### src/rtl/gcd_controller_pkg.sv
// Shared definitions for the subtract-based GCD controller: FSM state
// encoding and the mux select constants used to drive the datapath.
package gcd_controller_pkg;

  typedef enum logic [2:0] {
    IDLE   = 3'd0,
    LOAD_A = 3'd1,
    LOAD_B = 3'd2,
    CMP    = 3'd3,
    SUB_A  = 3'd4,
    SUB_B  = 3'd5,
    DONE   = 3'd6,
    ERROR  = 3'd7
  } state_t;

  // x/y mux selects: which register feeds the subtractor operand
  localparam logic SEL_A = 1'b1;
  localparam logic SEL_B = 1'b0;

  // bus mux selects: operand input or subtractor result
  localparam logic SEL_DATA = 1'b1;
  localparam logic SEL_SUB  = 1'b0;

endpackage

### src/rtl/gcd_controller_iter_counter.sv
// Iteration counter for the GCD controller. Cleared when a new pair of
// operands has been loaded, incremented once per subtract step, and held
// at MAX_ITER so a non-converging run cannot wrap back into range.
module gcd_iter_counter #(
  parameter int MAX_ITER = 1000,
  parameter int ITER_W   = 10
) (
  input  logic              clk,
  input  logic              rst,
  input  logic              clear,
  input  logic              inc,
  output logic [ITER_W-1:0] count,
  output logic              at_max
);

  assign at_max = (count == ITER_W'(MAX_ITER));

  // Count subtract steps, saturating at the limit
  always_ff @(posedge clk) begin
    if (rst || clear) begin
      count <= '0;
    end else if (inc && !at_max) begin
      count <= count + 1'b1;
    end
  end

endmodule

### src/rtl/gcd_controller.sv
// Sequencer for the subtract-based GCD datapath. Loads A then B from the
// data bus, then alternates compare / subtract until the registers match.
// A step budget of MAX_ITER subtracts guards against operands that never
// converge (e.g. a zero), and inconsistent compare flags are reported too.
// Optional feature: define GCD_CTRL_ITER_OUT_EN to expose iter_count, the
// step count of the most recently finished operation.
module gcd_controller
  import gcd_controller_pkg::*;
#(
  parameter int MAX_ITER = 1000,
  parameter int ITER_W   = 10
) (
  input  logic clk,
  input  logic rst,
  input  logic start,
  input  logic lt,
  input  logic gt,
  input  logic eq,
  output logic ldA,
  output logic ldB,
  output logic sel1,
  output logic sel2,
  output logic sel_in,
  output logic busy,
  output logic done,
  output logic error
`ifdef GCD_CTRL_ITER_OUT_EN
  ,
  output logic [ITER_W-1:0] iter_count
`endif
);

  state_t state_q;
  state_t state_d;

  logic              clear_count;
  logic              inc_count;
  logic [ITER_W-1:0] count;
  logic              at_max;

  assign clear_count = (state_q == LOAD_B);
  assign inc_count   = (state_q == SUB_A) || (state_q == SUB_B);

  gcd_iter_counter #(
    .MAX_ITER(MAX_ITER),
    .ITER_W  (ITER_W)
  ) u_iter_counter (
    .clk   (clk),
    .rst   (rst),
    .clear (clear_count),
    .inc   (inc_count),
    .count (count),
    .at_max(at_max)
  );

  // State register
  always_ff @(posedge clk) begin
    if (rst) begin
      state_q <= IDLE;
    end else begin
      state_q <= state_d;
    end
  end

  // Next-state selection and Moore output decode from the registered state
  always_comb begin
    state_d = state_q;
    ldA     = 1'b0;
    ldB     = 1'b0;
    sel1    = 1'b0;
    sel2    = 1'b0;
    sel_in  = 1'b0;
    busy    = 1'b1;
    done    = 1'b0;
    error   = 1'b0;
    case (state_q)
      IDLE: begin
        busy = 1'b0;
        if (start) begin
          state_d = LOAD_A;
        end
      end
      LOAD_A: begin
        ldA     = 1'b1;
        sel_in  = SEL_DATA;
        state_d = LOAD_B;
      end
      LOAD_B: begin
        ldB     = 1'b1;
        sel_in  = SEL_DATA;
        state_d = CMP;
      end
      CMP: begin
        if (at_max && !eq) begin
          state_d = ERROR;
        end else if (eq) begin
          state_d = DONE;
        end else if (gt) begin
          state_d = SUB_A;
        end else if (lt) begin
          state_d = SUB_B;
        end else begin
          state_d = ERROR;
        end
      end
      SUB_A: begin
        sel1    = SEL_A;
        sel2    = SEL_B;
        sel_in  = SEL_SUB;
        ldA     = 1'b1;
        state_d = CMP;
      end
      SUB_B: begin
        sel1    = SEL_B;
        sel2    = SEL_A;
        sel_in  = SEL_SUB;
        ldB     = 1'b1;
        state_d = CMP;
      end
      DONE: begin
        done    = 1'b1;
        state_d = IDLE;
      end
      ERROR: begin
        error   = 1'b1;
        state_d = IDLE;
      end
      default: begin
        busy    = 1'b0;
        state_d = IDLE;
      end
    endcase
  end

`ifdef GCD_CTRL_ITER_OUT_EN
  // Snapshot the step count as the operation finishes, either way
  always_ff @(posedge clk) begin
    if (rst) begin
      iter_count <= '0;
    end else if ((state_q == CMP) && ((state_d == DONE) || (state_d == ERROR))) begin
      iter_count <= count;
    end
  end
`endif

endmodule

### config.mk
export PLATFORM = sky130hd
export DESIGN_NAME = gcd_controller
export DESIGN_NICKNAME = d
export VERILOG_FILES = /design/src/rtl/gcd_controller_pkg.sv /design/src/rtl/gcd_controller_iter_counter.sv /design/src/rtl/gcd_controller.sv
export SDC_FILE = /design/constraint.sdc
export NUM_CORES = 1
export LEC_CHECK = 0
export ABC_AREA = 1
export ABC_CLOCK_PERIOD_IN_PS = 2520
export BUFFER_PORTS_ARGS = -buffer_cell sky130_fd_sc_hd__buf_2
export CAP_MARGIN = 25
export CORE_MARGIN = 2
export CORE_UTILIZATION = 57
export DETAILED_ROUTE_END_ITERATION = 16
export GPL_TIMING_DRIVEN = 0
export PLACE_DENSITY = 0.81
export REMOVE_ABC_BUFFERS = 1
export SKIP_CTS_REPAIR_TIMING = 1
export SLEW_MARGIN = 20
export SYNTH_ARGS = -nofsm -noshare
export SYNTH_HDL_FRONTEND = slang
export SYNTH_HIERARCHICAL = 1
export SYNTH_SLANG_ARGS = --single-unit
### constraint.sdc
create_clock -name clk -period 2.52 [get_ports clk]
set_input_delay 0.504 -clock clk [delete_from_list [all_inputs] [get_ports clk]]
set_output_delay 0.504 -clock clk [all_outputs]
set_load 0.01 [all_outputs]
Word-level counts from Yosys, hierarchy flattened. Cells that the tools add are included. W data, S select, Z words.

Reduce and logical (&&, ||, !) cells: 12. Equality and inequality tests: 9. Add/subtract/negate cells: 1. Multiplexer cells: 14.

Operators with widths (number): $pmux W3 S5 (1); $eq A3 B3 Y1 const B (4); $add A10 B1 Y10 const B (1); $eq A10 B10 Y1 const B (1); $mux W1 (8); $mux W2 (4); $reduce_or A2 Y1 (4); $eq A3 B2 Y1 const B (2); $eq A3 B1 Y1 const B (1); $logic_not A3 Y1 (1); $mux W3 (1); $reduce_or A3 Y1 (1); $logic_and A1 B1 Y1 (2); $logic_not A1 Y1 (2); $logic_or A1 B1 Y1 (2); $ne A2 B2 Y1 const B (1).

Register bits: 13. Input bits: 6. Output and inout port bits: 8. Word-level logic and storage cells: 38.

Longest topological paths before layout.
Depth in word-level cells: 5. Depth in mapped cells: 10. Depth with buffers taken out: 10.

Modules after synthesis. The synthesis kept the hierarchy.

Modules (own cells, without submodules): gcd_iter_counter (times used 1, cells each 89, area an instance 599.3 µm²); gcd_controller (times used 1, cells each 37, area an instance 217.7 µm²).

Worst setup path after synthesis. OpenSTA, ideal clock, no wires.

Path type: register to output. From: register state_q[1]. To: output ldA. Arrival: 0.815 ns. Path buffers: 0. Cell stages (with the launch flop): 4. Required time: 2.016 ns. Setup slack: 1.201 ns. Path through: dfxtp_1 -> inv_1 -> nand2_2 -> o21ai_0.

Cells in the longest elaborated chain, start to end: 3. Elaborated cells between the ends (all ways): 4. Those cells by class: 2 x eq/ne; 1 x mux; 1 x reduce/logical.

Ends and longest elaborated chain: start: declaration (RTL line gcd_controller.sv:33) `state_t state_q;`; start signal: assignment (RTL line gcd_controller.sv:61) `state_q <= state_d;`; $eq A3 B3 Y1 / $eq A3 B1 Y1 (equally long branches) (RTL line gcd_controller.sv:76) `case (state_q)`; $reduce_or A2 Y1 (no line) *; $mux W1 * (RTL line gcd_controller.sv:76); end: declaration (RTL line gcd_controller.sv:19) `output logic ldA,`.

Every way passes the cells marked *; elsewhere a longest branch is shown, timed or not.

Worst setup path in the final report. Same ends and word-level chain as after synthesis.

==> qor.txt <==
Min Hold Slack: 0.422 ns
Die ar.: 0.00175 mm2
DR pass1 iterations: 4
Arrival @ worst endpoint: 1.15 ns
Hpwl dp: 1.31 mm
Vias in the first global route: 738
Clock Tree Buf Depth: 2
Final Net Count: 152
Pin count of the biggest net entering global routing: 10
Final ANT Viol Nets: 0
Setup TNS: 0 ns
Crit end category: primary output
Clk_skew: 0.00881 ns
N_diodes: 0
Post-DP Area: 901 um2
Initial DRC Count: 29
Power Density: 462 mW/mm2
Achievable Freq: 0.603 GHz
Per-cell routed wire length: 10.6 um
Syn_area_per_cell: 6.48 um2
Slew @ Worst Pin: 0.372 ns
DR vias/cell: 5.26
Static Leak: 0.421 nW
DRC Markers: 0
Final WL: 1.68 mm
H-tree depth: 1
Fin cells: 158
Rows: 13
Die H: 41.9 um
Final Hold Viols: 0
Clk sinks: 13
Worst Path Required: 2.02 ns
Min-Delay Startpoint: rst
CP startpoint: state_q[1]$_SDFFE_PP0P_
CTS tree: yes
Final setup viols: 0
Tcrit/Tclk final: 65.8%
RSZ-0062 raised after global routing: no
Die width: 41.9 um
Later-pin clock latency in the skew report: 0.27 ns
Clk root buf: clkbuf_4
Peak VDD IR: 460 uV
Slew margin rel.: 75.1%
Minimum clock period: 1.66 ns
Reg2reg start: state_q[0]$_SDFFE_PP0P_
Initial antenna violation count: 0
Crit-path max FO: 6
Cells after synthesis: 126
Min-Delay Path Class: input pin to flop
Seq/Total Area, Yosys: 31.9%
Max Slew Vio Count: 0
Synth unique cells: 22
Max-cap viol count: 0
Layout cells sized above 1: 21.0%
Port bufs: 13
Netlist Area Pre-Place: 817 um2
Starting density of the core: 62.0%
Final worst slack: 0.862 ns
Pre-CTS setup slack: 1.11 ns
Layout area overhead: 13.5%
#FFs+latches synth: 13
Startpoint type of the worst setup path: flop
Yosys warns: 6
Tot GR Track Use: 22.0%
CTS buffer count: 3
Power Total: 0.428 mW
Cell area after layout: 927 um2
Grt ovf: 0
First-pass GRT wire length: 3.07 mm
Status: finished clean
CP Class: flop to primary output
Fin util: 70.4%
Worst-path clk slew: 0.08 ns
I/O pin cnt: 14
Via Count: 831
Core Region: 0.00132 mm2
GP Congestion: 0.888
Placed cell count: 154
layer usage:
| metal | global-route usage, % | vias to the layer above | wire length, um |
|---|---|---|---|
| li1 | - | 433 | - |
| met5 | 0 | - | 0 |
| met2 | 36.9 | 30 | 765 |
| met1 | 28.8 | 362 | 792 |
| met4 | 5.81 | 0 | 25 |
| met3 | 4.35 | 6 | 97 |
flip-flops by register name, summed over array words and instances, names as in the netlist:
signal	cells
state_q	3
u_iter_counter/count	10
critical path: stages (launching register included):
cell	delay, ns
dfxtp_1	0.35
inv_1	0.14
nand2_2	0.10
o21ai_0	0.14
buf_2	0.14
logic make-up (layout without fill, tap and decap cells):
logic type               Yosys count  count (layout)  synth area share, %
AO/OA/AOI/OAI                     13              13                 8.27
XOR/XNOR                           5               5                 5.36
adder cells (fa/ha/maj)            2               2                 3.06
buffers and inverters             19              36                 8.73
flip-flops                        13              13                 31.9
AND/OR/NAND/NOR                   74              74                 42.7
worst paths after layout:
kind                                               end  slack [ns]  cells after the start
hold reg to reg   u_iter_counter/count[9]$_SDFFE_PP0P_        0.51                      2
setup / recovery                                   ldA        0.86                      4
hold / removal                 state_q[1]$_SDFFE_PP0P_        0.42                      2
setup reg to reg  u_iter_counter/count[2]$_SDFFE_PP0P_        1.08                      6
final cells by class:
type	count	area, um2
multi-input combinational	94	485
fill	130	390
sequential	13	260
inverter	19	71.3
timing repair buffer	13	65.1
clock buffer	4	26.3
tap	15	18.8
cell usage after synthesis:
cell type	count	share of area, %
xnor2_1	1	1.1
ha_1	2	3.1
nor2_2	4	3.1
inv_2	5	2.3
clkinv_1	1	0.46
nand2_2	1	0.77
o21ai_0	2	1.2
a21oi_1	7	4.3
nand2_1	27	12
nand4_1	3	2.3
o21bai_1	1	0.92
nand3_4	1	2.1
nand3_2	2	2.5
nand2_4	1	1.4
nor4_1	1	0.77
xor2_1	4	4.3
inv_1	13	6.0
dfxtp_1	13	32
nor3_1	2	1.2
nor2_1	22	10
nand3_1	10	6.1
o21ai_1	3	1.8
placed cells by master (no fill, tap or decap):
master and instances:
nand2_2 1, xor2_1 4, nor2_2 4, o21ai_1 3, nor2_1 22, o21ai_0 2
nand3_1 10, nand2_1 27, nand3_4 1, nand4_1 3, a21oi_1 7, nor3_1 2
nand3_2 2, nand2_4 1, nor4_1 1, inv_1 13, buf_2 13, clkbuf_1 1
ha_1 2, clkinv_1 1, dfxtp_1 13, clkbuf_4 3, xnor2_1 1, o21bai_1 1
inv_2 5
where the power goes:
part	internal, mW	total, mW	leakage (nW)	switching, mW
Clock	0.0613	0.126	0.0150	0.0643
Combinational	0.0303	0.0819	0.300	0.0516
Sequential	0.212	0.221	0.105	0.00892
Total	0.304	0.428	0.421	0.125
Note: power is estimated with default switching activity, not from simulation.
